<file path="src/rtl/byte_serializer_if.sv">
// byte_serializer_if -- parallel-in / serial-out bus for byte_serializer.
//   master : producer of words and consumer of the serial stream (drives din, din_valid)
//   slave  : the serializer (drives din_ready, ser_out, ser_valid, byte_done, busy)
// Signals:
//   din[WIDTH-1:0]  word offered for transfer
//   din_valid       din holds a word
//   din_ready       serializer can accept a word this cycle
//   ser_out         serial bit
//   ser_valid       ser_out carries a valid bit
//   byte_done       ser_out carries the last bit of the current word
//   busy            shifting in progress or hold register occupied
interface byte_serializer_if #(
  parameter int WIDTH = 8
);
  logic [WIDTH-1:0] din;
  logic             din_valid;
  logic             din_ready;
  logic             ser_out;
  logic             ser_valid;
  logic             byte_done;
  logic             busy;

  modport master (
    output din, din_valid,
    input  din_ready, ser_out, ser_valid, byte_done, busy
  );

  modport slave (
    input  din, din_valid,
    output din_ready, ser_out, ser_valid, byte_done, busy
  );
endinterface

</file>
<file path="src/rtl/byte_serializer.sv">
// byte_serializer -- accepts WIDTH-bit words on a valid/ready handshake and
// shifts them out one bit per cycle, with a one-entry hold register so that
// back-to-back words come out without a gap.
// Ports:
//   clk    sole clock, rising edge
//   rst_n  asynchronous active-low reset; aborts any word in flight
//   bus    byte_serializer_if.slave (din/din_valid in; din_ready, ser_out,
//          ser_valid, byte_done, busy out)
// Parameters:
//   WIDTH      word width, 2..32
//   MSB_FIRST  1: din[WIDTH-1] goes out first, 0: din[0] goes out first
module byte_serializer #(
  parameter int WIDTH     = 8,
  parameter bit MSB_FIRST = 1'b1
) (
  input  logic               clk,
  input  logic               rst_n,
  byte_serializer_if.slave   bus
);
  localparam int            CW   = $clog2(WIDTH);
  localparam logic [CW-1:0] LAST = CW'(WIDTH - 1);

  typedef enum logic {IDLE, SHIFT} state_t;

  state_t           state_q, state_d;
  logic [CW-1:0]    cnt_q, cnt_d;
  logic [WIDTH-1:0] sh_q, sh_d;
  logic [WIDTH-1:0] hold_q, hold_d;
  logic             hold_full_q, hold_full_d;

  logic             xfer;
  logic             last;
  logic             cur_bit;
  logic [WIDTH-1:0] sh_adv;

  // Ready depends only on the hold register and reset, never on din_valid.
  assign bus.din_ready = ~hold_full_q & rst_n;
  assign xfer          = bus.din_valid & bus.din_ready;
  assign last          = (cnt_q == LAST);

  // The bit on ser_out always sits at the outgoing end of the shift register.
  assign cur_bit = MSB_FIRST ? sh_q[WIDTH-1] : sh_q[0];
  assign sh_adv  = MSB_FIRST ? {sh_q[WIDTH-2:0], 1'b0} : {1'b0, sh_q[WIDTH-1:1]};

  assign bus.ser_valid = (state_q == SHIFT);
  assign bus.ser_out   = (state_q == SHIFT) & cur_bit;
  assign bus.byte_done = (state_q == SHIFT) & last;
  assign bus.busy      = (state_q == SHIFT) | hold_full_q;

  always_comb begin
    state_d     = state_q;
    cnt_d       = cnt_q;
    sh_d        = sh_q;
    hold_d      = hold_q;
    hold_full_d = hold_full_q;
    case (state_q)
      IDLE: begin
        if (xfer) begin
          state_d = SHIFT;
          sh_d    = bus.din;
          cnt_d   = '0;
        end
      end
      SHIFT: begin
        if (!last) begin
          cnt_d = cnt_q + 1'b1;
          sh_d  = sh_adv;
          // A word arriving mid-shift is parked until the current one ends.
          if (xfer) begin
            hold_d      = bus.din;
            hold_full_d = 1'b1;
          end
        end else if (hold_full_q) begin
          // Parked word has priority; din_ready is low here so no new transfer.
          sh_d        = hold_q;
          hold_full_d = 1'b0;
          cnt_d       = '0;
        end else if (xfer) begin
          // Word offered exactly on the last bit goes straight in, no gap.
          sh_d  = bus.din;
          cnt_d = '0;
        end else begin
          state_d = IDLE;
          cnt_d   = '0;
          sh_d    = '0;
        end
      end
    endcase
  end

  always_ff @(posedge clk or negedge rst_n) begin
    if (!rst_n) begin
      state_q     <= IDLE;
      cnt_q       <= '0;
      sh_q        <= '0;
      hold_q      <= '0;
      hold_full_q <= 1'b0;
    end else begin
      state_q     <= state_d;
      cnt_q       <= cnt_d;
      sh_q        <= sh_d;
      hold_q      <= hold_d;
      hold_full_q <= hold_full_d;
    end
  end
endmodule

</file>
<file path="src/flat_wrapper.sv">
// flat-port wrapper written by rule: the top's interface ports become plain ports
module byte_serializer_flat 
#(
  parameter int WIDTH     = 8,
  parameter bit MSB_FIRST = 1'b1
)
  (clk, rst_n, bus_din, bus_din_valid, bus_din_ready, bus_ser_out, bus_ser_valid, bus_byte_done, bus_busy);
  byte_serializer_if #(.WIDTH(WIDTH)) bus_i ();
  input  logic clk;
  input  logic rst_n;
  input wire logic [$bits(bus_i.din)-1:0] bus_din;
  input wire logic [$bits(bus_i.din_valid)-1:0] bus_din_valid;
  output wire logic [$bits(bus_i.din_ready)-1:0] bus_din_ready;
  output wire logic [$bits(bus_i.ser_out)-1:0] bus_ser_out;
  output wire logic [$bits(bus_i.ser_valid)-1:0] bus_ser_valid;
  output wire logic [$bits(bus_i.byte_done)-1:0] bus_byte_done;
  output wire logic [$bits(bus_i.busy)-1:0] bus_busy;
  assign bus_i.din = bus_din;
  assign bus_i.din_valid = bus_din_valid;
  assign bus_din_ready = bus_i.din_ready;
  assign bus_ser_out = bus_i.ser_out;
  assign bus_ser_valid = bus_i.ser_valid;
  assign bus_byte_done = bus_i.byte_done;
  assign bus_busy = bus_i.busy;
  byte_serializer #(.WIDTH(WIDTH), .MSB_FIRST(MSB_FIRST)) u_core (.clk(clk), .rst_n(rst_n), .bus(bus_i));
endmodule
</file>
<file path="config.mk">
export PLATFORM = sky130hd
export DESIGN_NAME = byte_serializer_flat
export DESIGN_NICKNAME = d
export VERILOG_FILES = /design/src/rtl/byte_serializer_if.sv /design/src/rtl/byte_serializer.sv /design/src/flat_wrapper.sv
export SDC_FILE = /design/constraint.sdc
export NUM_CORES = 1
export LEC_CHECK = 0
export ABC_AREA = 1
export BUFFER_PORTS_ARGS = -buffer_cell sky130_fd_sc_hd__buf_4
export CAP_MARGIN = 0
export CORE_UTILIZATION = 45
export CTS_BUF_LIST = sky130_fd_sc_hd__clkbuf_16
export DETAILED_ROUTE_END_ITERATION = 8
export PLACE_DENSITY = 0.67
export SLEW_MARGIN = 25
export SYNTH_ARGS = -nofsm -noshare
export SYNTH_HDL_FRONTEND = slang
export SYNTH_SLANG_ARGS = --single-unit
</file>
<file path="constraint.sdc">
create_clock -name clk -period 1.65 [get_ports clk]
set_clock_uncertainty 0.2 [all_clocks]
set_input_delay 0 -clock clk [delete_from_list [all_inputs] [get_ports clk]]
set_output_delay 0 -clock clk [all_outputs]
set_load 0.05 [all_outputs]
</file>
==> results of run 1 <==
## worst min-delay path: stages
cell and delay, ps:
buf_4 160, nand4_1 90, nand2_1 50, nand2_1 60
a21oi_1 60
## power groups by stage
stage,logic (mW),clock network [mW],registers [mW]
4_1_cts,1.41,0.520,0.910
3_3_place_gp,1.35,0,0.909
2_1_floorplan,1.01,0,0.908
3_5_place_dp,1.37,0,0.914
5_1_grt,1.67,0.548,0.944
6_report,1.49,0.514,0.927
## timing repair
item | in CTS | in global routing
gates resized for setup | 3 | 3
pin swaps | 0 | 2
hold buffers | 13 | 0
buffers inserted | 0 | 1
gates cloned | 0 | 1
endpoints found under the setup margin | 15 | 15
hold endpoints to repair | 38 | 0
## per-layer routing
metal / vias to the layer above / part of all wire
met4: 0 / 0.014
li1: 566 / -
met5: - / 0
met1: 535 / 0.43
met2: 46 / 0.50
met3: 4 / 0.059
## flip-flops by register name (all words and copies together), names as in the netlist
signal,flops
u_core.bus.ser_valid,1
u_core.sh_q,8
u_core.hold_q,8
u_core.cnt_q,3
u_core.hold_full_q,1
## cell usage in the layout (no fill, tap or decap), types with 2 or more instances in the layout
master,netlist,final
dlygate4sd3_1,0,13
inv_2,2,2
inv_4,3,3
nor2_8,2,2
nand2_2,0,2
nand4_1,9,9
nor2_1,16,15
dfrtp_1,21,20
clkbuf_16,0,3
nand2_1,76,74
o21ai_0,3,3
inv_1,4,5
a21oi_1,8,8
buf_4,1,20
## metrics by stage
step / worst slack, ps / hold WS, ps
final: 21.5 / 2.46
after global placement: -3.08 / -341
after CTS: 5.61 / 2.66
after global routing: -29.3 / 25.2
after floorplan: 10.7 / -496
after detailed placement: -47.4 / -338
## cell type report
class / instances / area share
inverters: 10 / 0.0312
multi-input cells: 121 / 0.373
clock buffers: 3 / 0.0468
repair buffers: 35 / 0.194
flip-flops and latches: 21 / 0.329
clock inverters: 1 / 0.00234
well taps: 30 / 0.0234
## cells in the mapped netlist
master and instances:
buf_6 2, o21ai_0 3, inv_1 4, dfrtp_1 21
inv_2 2, clkinv_1 1, buf_2 2, nand3_1 1
nand4_1 9, nand3_4 1, buf_4 1, nor2_1 16
nand2_4 1, a21oi_1 8, nand2_1 76, inv_4 3
ha_1 2, o21ai_2 1, nor2_8 2
## cells by family (layout without fill, tap and decap cells)
kind of cell,after synthesis,after routing,synth area share
simple gates,106,107,0.405
flops,21,21,0.447
buf+inv,15,49,0.0724
compound gates,12,12,0.0543
fa+ha+maj,2,2,0.0213
## final timing paths
kind / from / endpoint / slack (ps) / depth (start not counted)
min in group asynchronous: rst_n / u_core.hold_q[3] / 80 / 2
hold / removal: rst_n / u_core.sh_q[6] / 2 / 5
hold reg to reg: u_core.hold_q[3] / u_core.hold_q[3] / 270 / 2
setup reg to reg: u_core.cnt_q[0] / u_core.hold_q[7] / 20 / 8
max in group asynchronous: rst_n / u_core.bus.ser_valid / 390 / 3
setup / recovery: u_core.cnt_q[0] / u_core.hold_q[7] / 20 / 8
==> flow_summary.yaml, run 1 <==
pwr:
  pwr-share-seq: 0.316
  combPwrFrac: 0.509
  p_switching_mw: 1.25
  vdd_drop_max_uv: 1240
  internal_power_mw: 1.69
  finalPower_mw: 2.93
  p_clk_frac: 0.175
  p_leak_nw: 0.817
  power_switching_share: 0.426
  power_density_nw_per_um2: 1830
routing:
  viasPerCell: 5.21
  route.detailed.drc: 0
  ant_nets: 0
  firstDrtPassIters: 5
  wl_um: 3020
  drt_iter0_markers: 30
  vias: 1151
  wl_per_cell_um: 13.7
layout:
  fin_nets: 205
  multi_input_area_um2: 598
  syn_to_final_growth_pct: 36.4
  filler_cell_count: 225
  n_antenna_cell: 0
  drive_gt1_frac: 0.225
  layout.cells.non_filler: 221
  utilization: 0.647
  regArea_um2: 527
  fin_area_um2: 1600
yosys:
  ys_ff_latch: 21
  yosys.area.top_type: "dfrtp_1"
  synth_cell_types: 19
  synth_top_area_frac: 0.447
  netlist_top_cells_area: "dfrtp_1, nand2_1, nor2_1"
  yosys_warnings: 0
  netlist_area_um2: 1170
  seq_area_frac_synth: 0.447
  synthCells: 156
  synth_area_per_cell_um2: 7.53
  syn_nets: 169
die:
  start_util: 0.474
  dieHeight_um: 53.1
  die_width_um: 53.1
  fp.coreArea_um2: 2480
  ios: 16
  die_area_um2: 2820
  std_cell_rows: 18
global_route:
  grtUsageMet3: 0.0431
  use_met2: 0.439
  grt_pass1_wl_um: 4740
  grt-ovfl-total: 0
  antenna_found_initial: 0
  met1_usage: 0.270
  track_usage: 0.241
  grt_pass1_vias: 1059
  grt_max_degree: 16
  busiest_layer: "met2"
worst_setup_path:
  path_buf_inv: 2
  endpoint_kind: "flip-flop"
  critPathKind: "reg2reg"
  path_cells: "ha_2, ha_4, nor2_8, inv_4, nor2_8, inv_4, nand2_1, nand2_1"
  start_kind: "flip-flop"
  crit_fanout: 8
  crit_required_ps: 1590
  cpMaxStageDelayCell: "dfrtp_1"
  crit_arrival_ps: 1570
  max_stage_delay_ps: 380
  crit_family: "simple AND/OR/NAND/NOR gates"
timing:
  clock.fmax_mhz: 614
  timing.setup.tns_ps: 0
  fin_crit_ps: 1630
  tightest_slew_ps: 725
  drv_slew: 0
  finalHoldViolations: 0
  finalSetupViolCount: 0
  relSlewSlack: 0.515
  period_share: 0.987
clock_network:
  cts_sinks: 21
  cts_buffers: 3
  cts_root_buf: "clkbuf_16"
  clock_latency_ps: 250
  clk_pin_slew_ps: 60
  cts_max_level: 1
  cts_tree: "built"
  cts_max_path_buffers: 2
placement:
  dp_hpwl_um: 1870
  place_inst: 202
  dpl-instance-area_um2: 1350
  numPortBuffers: 15
  gp_congestion: 0.778
run_status:
  status: "complete, no violations"
worst_hold_path:
  hp-class: "in2reg"
job:
  maxCapViolations: 0
(Power assumes the default switching activity.)
==> inputs of run 2 (changes only) <==
--- a/config.mk
+++ b/config.mk
@@ -11,7 +11,6 @@
 export CORE_UTILIZATION = 45
 export CTS_BUF_LIST = sky130_fd_sc_hd__clkbuf_16
 export DETAILED_ROUTE_END_ITERATION = 8
-export PLACE_DENSITY = 0.67
 export SLEW_MARGIN = 25
 export SYNTH_ARGS = -nofsm -noshare
 export SYNTH_HDL_FRONTEND = slang
==> constraint.sdc (replaced) <==
create_clock -name clk -period 2.1 [get_ports clk]
set_clock_uncertainty 0.2 [all_clocks]
set_input_delay 0 -clock clk [delete_from_list [all_inputs] [get_ports clk]]
set_output_delay 0 -clock clk [all_outputs]
set_load 0.05 [all_outputs]
==> run 2 against run 1 <==
Net effect:
- total power shrank 27%
- die area unchanged
- clock power decreased by 19%
- sequential power down 24%
- final cell count is 4.5% lower
- sequential share of layout area is 2.8 points higher
- via count shrank 5.5%
- final area down 8.1%
- first-iteration DRC count is 20% lower
- critical endpoint is now bus_byte_done
- highest routed layer unchanged
==> flow_summary.yaml, run 2 (synthesized netlist as in run 1, its figures left out) <==
pwr:
  vdd_drop_max_uv: 934
  power_density_nw_per_um2: 1450
  p_leak_nw: 0.766
routing:
  wl_um: 2770
  ant_nets: 0
  wl_per_cell_um: 13.1
  drt_iter0_markers: 24
  route.detailed.drc: 0
  vias: 1088
  firstDrtPassIters: 4
  viasPerCell: 5.16
worst_setup_path:
  endpoint_kind: "output port"
  start_kind: "flip-flop"
  critPathKind: "reg2out"
  cpMaxStageDelayCell: "dfrtp_1"
  path_cells: "ha_1, ha_1, nand2_1, clkinv_1, buf_4"
  crit_top_cell: "ha_1"
  crit_required_ps: 1900
  crit_arrival_ps: 1790
  max_stage_delay_ps: 390
  crit_fanout: 10
die:
  die_width_um: 53.1
  std_cell_rows: 18
  dieHeight_um: 53.1
  start_util: 0.474
  fp.coreArea_um2: 2480
  die_area_um2: 2820
  ios: 16
placement:
  place_inst: 197
  gp_congestion: 0.745
  numPortBuffers: 15
  pre_cts_ws_ps: 224
  dp_hpwl_um: 1720
clock_network:
  cts_buffers: 3
  cts_max_path_buffers: 2
  post_cts_buffers: 0
  cts_tree: "built"
  cts_sinks: 21
  cts_max_level: 1
  clk_pin_slew_ps: 60
  cts_root_buf: "clkbuf_16"
  cts.repair.resized: 0
  clock_latency_ps: 260
timing:
  rsz0062_at_grt: "no"
  finalHoldViolations: 0
  period_share: 0.949
  timing.setup.tns_ps: 0
  tightest_slew_ps: 377
  hold_ws_ps: 11.5
  relSlewSlack: 0.748
  drv_slew: 0
  fin_crit_ps: 1990
  fin_ws_ps: 107
  clock.fmax_mhz: 502
  finalSetupViolCount: 0
layout:
  utilization: 0.594
  layout.cells.non_filler: 211
  drive_gt1_frac: 0.166
  multi_input_area_um2: 564
  fin_nets: 195
  filler_cell_count: 235
  n_antenna_cell: 0
  regArea_um2: 526
  layout_commonest_cell: "nand2_1"
  syn_to_final_growth_pct: 25.3
  most-common-layout-cells: "nand2_1, dfrtp_1, nor2_1, buf_4, dlygate4sd3_1"
  top_regs: "u_core.hold_q x8, u_core.sh_q x8, u_core.cnt_q x3"
global_route:
  grt_max_degree: 32
  antenna_found_initial: 0
  grt_pass1_vias: 987
  grt_pass1_wl_um: 4600
  grt-ovfl-total: 0
  track_usage: 0.236
job:
  maxCapViolations: 0
run_status:
  status: "complete, no violations"
worst_hold_path:
  hp-class: "in2async"
-- run 2: cell count changes in the layout (fill, tap and decap cells not counted), moves of 2 or more --
cell           change
buf_4              -4
dlygate4sd3_1      -3
ha_1               +2
nand2_1            +2
nand2_2            -2
-- run 2: per-layer routing --
metal,track usage,up-vias,wire length [µm]
li1,-,543,-
met1,0.327,507,1250
met2,0.348,33,1310
met3,0.0431,5,143
met4,0.118,0,66
met5,0,-,0
-- run 2: what timing repair did --
| item | CTS | global route |
|---|---|---|
| endpoints found under the setup margin | 0 | 0 |
| hold endpoints to repair | 38 | 0 |
| hold buffers | 10 | 0 |
-- run 2: per-stage QoR --
stage / area, µm² / power, mW
detailed placement: 1290 / 1.71
global route: 1470 / 2.30
CTS: 1470 / 2.15
finish: 1470 / 2.13
global placement: 1290 / 1.70
floorplan: 1170 / 1.49
-- run 2: area by class of cell --
cell class	count	share of cell area
Inverter	10	0.0306
Multi-Input combinational cell	120	0.383
Clock buffer	3	0.0510
Clock inverter	1	0.00340
Sequential cell	21	0.357
Tap cell	30	0.0255
Timing Repair Buffer	26	0.150
-- run 2: power by group --
group	switching, mW	internal, mW
clock	0.161	0.256
combinational	0.661	0.343
sequential	0.107	0.601
total	0.929	1.20
-- run 2: worst max-delay path: cells and delay by family, from the launching register on --
family	cells	cell delay, ps
buffers and inverters	2	580
adders and majority gates	2	460
DFF	1	390
and+or+nand+nor	1	90
-- run 2: worst paths after layout --
kind | from | cells past startpoint | end | slack, ps
max | u_core.cnt_q[0] | 5 | bus_byte_done | 110
max in group asynchronous | rst_n | 2 | u_core.cnt_q[2] | 1420
max reg2reg | u_core.cnt_q[0] | 8 | u_core.hold_q[7] | 240
min reg2reg | u_core.hold_q[4] | 2 | u_core.hold_q[4] | 270
min | rst_n | 2 | u_core.hold_q[0] | 10
min in group clk | u_core.hold_q[4] | 2 | u_core.hold_q[4] | 270
